===== src/rtl/fifo_break_dv.sv =====
// -----------------------------------------------------------------------------
// fifo_break_dv
//
// Elastic FIFO for dataflow circuits. It sits directly downstream of a
// non-transparent merge. The merge's combinational valid/data path and the
// consumer's ready path are both cut by registers. The FIFO holds up to SLOTS
// tokens in a circular buffer and sustains one token per cycle.
//
// Parameters:
//   DATA_TYPE  token data width in bits (>= 1)
//   SLOTS      buffer depth in tokens (>= 2, any value, not only powers of two)
//
// Ports:
//   clk         clock; all state updates on its rising edge
//   rst         asynchronous, active-low reset
//   ins         upstream token data
//   ins_valid   upstream token valid
//   ins_ready   FIFO can accept a token this cycle (depends on state only)
//   outs        token at the head of the FIFO
//   outs_valid  head token valid
//   outs_ready  consumer accepts the head token
//
// Optional feature:
//   FIFO_BREAK_DV_BYPASS_EN  When this macro is defined, a token that arrives
//                            while the FIFO is empty is presented on outs in
//                            the same cycle (zero-latency bypass). This adds a
//                            combinational valid/data path from ins to outs.
//                            When the macro is undefined, the FIFO is fully
//                            registered and latency is at least 1 cycle.
// -----------------------------------------------------------------------------
module fifo_break_dv #(
    parameter int DATA_TYPE = 32,
    parameter int SLOTS     = 4
) (
    input  logic                 clk,
    input  logic                 rst,
    input  logic [DATA_TYPE-1:0] ins,
    input  logic                 ins_valid,
    output logic                 ins_ready,
    output logic [DATA_TYPE-1:0] outs,
    output logic                 outs_valid,
    input  logic                 outs_ready
);

    localparam int PTR_W = $clog2(SLOTS);
    localparam int CNT_W = $clog2(SLOTS + 1);

    localparam logic [PTR_W-1:0] LAST_PTR  = PTR_W'(SLOTS - 1);
    localparam logic [CNT_W-1:0] FULL_CNT  = CNT_W'(SLOTS);

    logic [DATA_TYPE-1:0] mem [0:SLOTS-1];
    logic [PTR_W-1:0]     head;
    logic [PTR_W-1:0]     tail;
    logic [CNT_W-1:0]     count;

    logic empty;
    logic full;
    logic pass_thru;
    logic push;
    logic pop;
    logic [PTR_W-1:0] head_next;
    logic [PTR_W-1:0] tail_next;

    assign empty = (count == '0);
    assign full  = (count == FULL_CNT);

    // Ready is a function of the registered count only. While rst is low it
    // is forced low, and it rises combinationally the moment rst is released.
    assign ins_ready = !full && rst;

`ifdef FIFO_BREAK_DV_BYPASS_EN
    // Empty FIFO with a waiting consumer: the token goes straight through and
    // never touches the buffer. Gating with rst keeps outs quiet during reset.
    assign pass_thru  = empty && ins_valid && outs_ready && rst;
    assign outs_valid = rst && (!empty || ins_valid);
    assign outs       = !rst ? '0 : (empty ? ins : mem[head]);
`else
    assign pass_thru  = 1'b0;
    assign outs_valid = !empty;
    assign outs       = mem[head];
`endif

    // A stored token is written only if it is not bypassed. A stored token is
    // read only if the FIFO is non-empty. A bypass happens only when the FIFO
    // is empty, so a bypass never pops a stored entry.
    assign push = ins_valid && ins_ready && !pass_thru;
    assign pop  = outs_valid && outs_ready && !empty;

    // The wrap is explicit because SLOTS need not be a power of two.
    assign head_next = (head == LAST_PTR) ? '0 : head + PTR_W'(1);
    assign tail_next = (tail == LAST_PTR) ? '0 : tail + PTR_W'(1);

    // NOTE: state registers use non-blocking assignments. Every flop then
    // samples the pre-edge values of its neighbours, whatever the order of the
    // statements.
    always_ff @(posedge clk or negedge rst) begin
        if (!rst) begin
            head  <= '0;
            tail  <= '0;
            count <= '0;
            // NOTE: the storage is cleared on reset as well. The registered
            // outs reads mem[head] directly, and it must be 0 while reset is
            // held and immediately after reset.
            for (int i = 0; i < SLOTS; i++) begin
                mem[i] <= '0;
            end
        end else begin
            if (push) begin
                mem[tail] <= ins;
                tail      <= tail_next;
            end
            if (pop) begin
                head <= head_next;
            end
            unique case ({push, pop})
                2'b10:   count <= count + CNT_W'(1);
                2'b01:   count <= count - CNT_W'(1);
                default: count <= count;
            endcase
        end
    end

endmodule


===== config.mk =====
export PLATFORM = sky130hd
export DESIGN_NAME = fifo_break_dv
export DESIGN_NICKNAME = d
export VERILOG_FILES = /design/src/rtl/fifo_break_dv.sv
export SDC_FILE = /design/constraint.sdc
export NUM_CORES = 1
export LEC_CHECK = 0
export ABC_AREA = 1
export BUFFER_PORTS_ARGS = -buffer_cell sky130_fd_sc_hd__buf_2
export CORE_MARGIN = 2
export CORE_UTILIZATION = 35
export CTS_BUF_LIST = sky130_fd_sc_hd__clkbuf_16
export DETAILED_ROUTE_END_ITERATION = 8
export PLACE_DENSITY = 0.5
export SYNTH_ARGS = -nofsm -noshare
export SYNTH_HDL_FRONTEND = slang
export SYNTH_SLANG_ARGS = --single-unit

===== constraint.sdc =====
create_clock -name clk -period 5.57 [get_ports clk]
set_clock_uncertainty 0.05 [all_clocks]
set_input_delay 0 -clock clk [delete_from_list [all_inputs] [get_ports clk]]
set_output_delay 0 -clock clk [all_outputs]
set_load 0.01 [all_outputs]

-- After elaboration in Yosys (flattened, before gate mapping)
Cells that the tools add are included.
- flip-flop bits (word level): 135
- input port bits: 36
- output and inout bits: 34
- $add $sub $neg: 4
- magnitude comparators: 3
- eq/ne operators: 5
- multiplexer cells: 9
- bitwise operators: 2
- reduce and logical (&&, ||, !) cells: 9
- operator list (operator ; count):
    $bwmux 128 ; 1
    $mux 32 ; 3
    $bmux 32 s2 ; 1
    $demux 32 s2 ; 1
    $eq 2x2->1 const B ; 3
    $ge 3x3->1 const B ; 2
    $not 2->3 ; 2
    $pmux 3 s2 ; 1
    $logic_and 1x1->1 ; 5
    $add 2x1->2 const B ; 2
    $mux 2 ; 2
    $add 3x1->3 const B ; 1
    $eq 3x3->1 const B ; 1
    $logic_not 3->1 ; 1
    $lt 3x1->1 const B ; 1
    $sub 3x1->3 const B ; 1
    $eq 2x1->1 const B ; 1
    $logic_not 1->1 ; 2
    $reduce_bool 2->1 ; 1

-- Longest topological paths before layout
- word-level depth: 6
- mapped depth: 10
- gate-level depth less buffers: 10

-- Worst setup path before layout
No wires, ideal clock.
- kind: register to register
- from: reg count[1]
- to: reg count[2]
- data arrival time: 1.910 ns
- required time: 5.441 ns
- path slack: 3.531 ns
- stages on the path, launching flop included: 11
- clock period less this slack: 2.039 ns
- cells stage by stage: dfrtp_1 -> nor2_2 -> a21oi_4 -> buf_6 -> nand2_1 -> ha_1 -> inv_1 -> fa_1 -> or2_2 -> nand2_1 -> xor2_1
- word-level cells in the longest chain between the ends: 6
- elaborated cells on any way between the ends: 14
- those cells by class: add/sub (2); eq/ne (3); mux (1); reduce/logical (8)
- ends and longest elaborated chain (item ; line ; RTL):
    start, declared ; 54 ; logic [CNT_W-1:0] count;
    start signal, assigned ; 116 ; 2'b10: count <= count + CNT_W'(1);
    start signal, assigned ; 117 ; 2'b01: count <= count - CNT_W'(1);
    start signal, assigned ; 118 ; default: count <= count;
    $eq 3x3->1 or $logic_not 3->1 (tied branches) ; 65, 64 ;
    $logic_not 1->1, on equally long branches ; 69, 79, 87 ;
    $logic_and 1x1->1, on equally long branches ; 69, 87 ;
    $logic_and 1x1->1, on equally long branches ; 86, 87 ;
    $eq 2x1->1 or $eq 2x2->1 (tied branches) ; 115 ; unique case ({push, pop})
    $pmux 3 s2 or $reduce_bool 2->1 (tied branches) ; -- ;
Several ways; a longest one is shown, not always the timed one.
A chain may end at the register's enable or synchronous reset.

-- Worst setup path in the final report
- from: in rst
- to: reg count[1]
- word-level cells in the longest chain between the ends: 4
- elaborated cells on any way between the ends: 6
- those cells by class: eq/ne (2); mux (1); reduce/logical (3)
- ends and longest elaborated chain (item ; line ; RTL):
    start, declared ; 36 ; input logic rst,
    $logic_and 1x1->1 * ; 69 ; assign ins_ready = !full && rst;
    $logic_and 1x1->1 * ; 86 ; assign push = ins_valid && ins_ready && !pass_thru;
    $eq 2x1->1 or $eq 2x2->1 (tied branches) ; 115 ;
    $pmux 3 s2 or $reduce_bool 2->1 (tied branches) ; -- ;
Every way passes the cells marked *; elsewhere a longest branch is shown, timed or not.

==> results_dict.tcl <==
set metrics [dict create \
    status "completed" \
    crit_required_ns 5.85 \
    port_buffers 69 \
    dieWidth_um 140.9 \
    dr.pass1.iters 5 \
    num_vias 6169 \
    clkPwrFrac_pct 20.4 \
    holdCritPathClass "in -> async" \
    antenna_left 0 \
    slowest_stage "dlygate4sd3_1" \
    drt_iter0_drc 447 \
    synth_cell_types 22 \
    ys_seq_area_share_pct 51.52 \
    grt_max_degree 76 \
    grt_pass1_wl_mm 32.67 \
    switching_share_pct 42.51 \
    syn-num-nets 845 \
    p_seq_share_pct 36.2 \
    cts_buffer_depth 2 \
    nFillCells 1889 \
    synth_mux_area_share_pct 0 \
    routed.top_layer "met4" \
    drc 0 \
    wl_met1_mm 9.178 \
    synth-edff-count 0 \
    cts_tree "built" \
    max-cap-violations 0 \
    yosys-top-cells-count "268 x nand2_1, 135 x dfrtp_1, 132 x nand4_1, 67 x o21ai_0, 66 x nor2_1" \
    io_pins 70 \
    path_depth 10 \
    min_period_ns 2.724 \
    cp_top_family "buffers and inverters" \
    die-area_um2 19850 \
    clkSinkCount 135 \
    clockRootBuffer "clkbuf_16" \
    path_class "in -> reg" \
    numCtsBuffers 17 \
    slew_violations 0 \
    areaGrowthSynthToFinish_pct 18.49 \
    core_area_um2 18520 \
    crit_fanout 75 \
    netlist_area_um2 6558 \
    power.density_nw_per_um2 594.8 \
    drive_gt1_share_pct 12.59 \
    synth_most_common_cell "nand2_1" \
    gp_congestion 0.7564 \
    ys_ff_latch 135 \
    post_cts_buffers 0 \
    hold_viol 0 \
    yosys.area_share.xor_xnor_pct 0.2671 \
    end_kind "flop" \
    fin_crit_sh_pct 48.91 \
    nets 905 \
    internal_power_mw 2.657 \
    htreeDepth 4 \
    fmax_ghz 0.3671 \
    pwr-share-comb_pct 43.4 \
    cpPeakStageDelay_ns 0.54 \
    syn_inst 802 \
    path_cells "dlygate4sd3_1 > buf_6 > inv_2 > a21oi_4 > buf_4 > nand2_1 > ha_1 > inv_1 > fa_1 > o21ai_0" \
    dr_wl_met3_mm 1.249 \
    grt_pass1_vias 6015 \
    synth_async_sr_flop_share_pct 100.0 \
    setup_viol_count_final 0 \
    synth_largest_type_area_fraction_pct 51.52 \
    antenna_found_initial 0 \
    postRouteWirelength_mm 20.37 \
    clk_pin_slew_ns 0.05 \
    die_y_um 140.9 \
    synthAdderAreaFrac_pct 1.450 \
    rows 50 \
    tns_ns 0 \
    vias_per_cell 5.568 \
    synth_top_family_by_area "simple AND/OR/NAND/NOR gates" \
    synth_area_per_cell_um2 8.176 \
    synth-simple-area-share_pct 32.05 \
    yosysTopAreaCell "dfrtp_1" \
    reg2reg_setup_slack_ns 3.11 \
    hpwlAfterDp_mm 10.81 \
    multi_input_area_um2 2771 \
    clock_latency_ns 0.41 \
    p_switching_mw 1.964 \
    start_util_pct 35.41 \
    routedWlPerCell_um 18.39 \
    path_buf_inv 5 \
    antenna_cells 0 \
    slew_headroom_pct 21.02 \
    peakVddDrop_mv 0.3313 \
    cts_resized 0 \
    worstMarginPinSlew_ns 1.183 \
    dr_wl_met2_mm 9.647 \
    register_area_um2 3379 \
    rsz0062_at_grt "false" \
    track_usage_pct 21.03 \
    grt_overflow 0 \
    synth_compound_area_share_pct 8.491 \
    crit_path_start_kind "input pin" \
    p_total_mw 4.621 \
    cp.arrival_ns 3.00 \
    synth.area.top_cells "dfrtp_1 52%, nand2_1 15%, nand4_1 13%" \
    p_leak_nw 3.908 \
    yosysWarnings 0 \
    rr_worst_depth 10 \
    synth-main-ff-cell "dfrtp_1" \
]
-- path summary, 6_finish.rpt --
check	startpoint	end
worst max-delay path	rst	count[1]$_DFFE_PN0P_
worst min-delay path	rst	mem[27]$_DFFE_PN0P_
worst max register to register	count[1]$_DFFE_PN0P_	count[2]$_DFFE_PN0P_
worst min register to register	mem[38]$_DFFE_PN0P_	mem[38]$_DFFE_PN0P_
max in group asynchronous	rst	mem[41]$_DFFE_PN0P_
min in group clk	ins_valid	mem[111]$_DFFE_PN0P_
-- flip-flops by register name (all words and copies together), names as in the netlist --
name / flops
count: 3
mem: 128
tail: 2
head: 2
-- area by class of cell --
cell class,instances,share of cell area [%]
clock buffer,17,5.475
clock inverter,14,0.7246
inverter,10,0.4831
multi-input combinational,580,35.67
sequential,135,43.49
tap,234,3.768
timing repair buffer,118,10.39
-- kinds of logic (layout without fill, tap and decap cells) --
| kind of cell | Yosys count | after routing |
|---|---|---|
| buffers and inverters | 87 | 159 |
| DFF | 135 | 135 |
| xor gates and xnor gates | 2 | 2 |
| AOI/OAI and AO/OA | 101 | 101 |
| and+or+nand+nor | 470 | 470 |
| adders and majority gates | 7 | 7 |
-- placed cells by master (no fill, tap or decap) --
cell type	netlist	final
a21oi_1	1	1
a21oi_4	1	1
buf_2	32	67
buf_4	9	16
buf_6	1	1
clkbuf_16	0	17
clkinv_1	0	6
clkinv_2	0	3
dfrtp_1	135	134
dfrtp_2	0	1
dlygate4sd3_1	0	34
fa_1	1	1
ha_1	6	6
inv_1	8	13
inv_2	2	2
nand2_1	268	268
nand3_1	2	2
nand4_1	132	132
nor2_1	66	66
nor2_2	1	1
o21ai_0	67	67
o22ai_1	32	32
or2_2	1	1
xnor2_1	1	1
xor2_1	1	1
-- power groups by stage --
stage / registers (mW) / logic, mW / clock network (mW)
floorplan: 1.62 / 1.34 / 0
global placement: 1.66 / 1.96 / 0
detailed placement: 1.68 / 2.01 / 0
CTS: 1.67 / 2.03 / 0.963
global route: 1.73 / 2.25 / 1.01
finish: 1.67 / 2.01 / 0.940
-- timing repair --
action	in CTS	in global routing
endpoints found under the setup margin	0	0
hold endpoints to repair	199	0
hold buffers	34	0
-- per-layer routing --
| metal | global-route usage, % | vias to the layer above |
|---|---|---|
| met3 | 4.076 | 28 |
| met1 | 29.12 | 3062 |
| met4 | 6.737 | 0 |
| li1 | - | 2868 |
| met2 | 33.40 | 211 |
| met5 | 0 | - |
-- metrics by stage --
step                      cells  cell area, um^2  util (%)  setup WS (ns)  hold slack (ns)
after floorplan             802             6558         -          3.531          -0.3456
after detailed placement   1043             6948     37.52          2.964          0.01976
after global routing       1108             7770     41.96          2.609           0.1585
final                      1108             7770     41.96          2.846           0.1144
after CTS                  1108             7770     41.96          2.803           0.1255
after global placement     1043             6948     37.52          3.067         0.007203
Power figures use the tool's default switching activity.
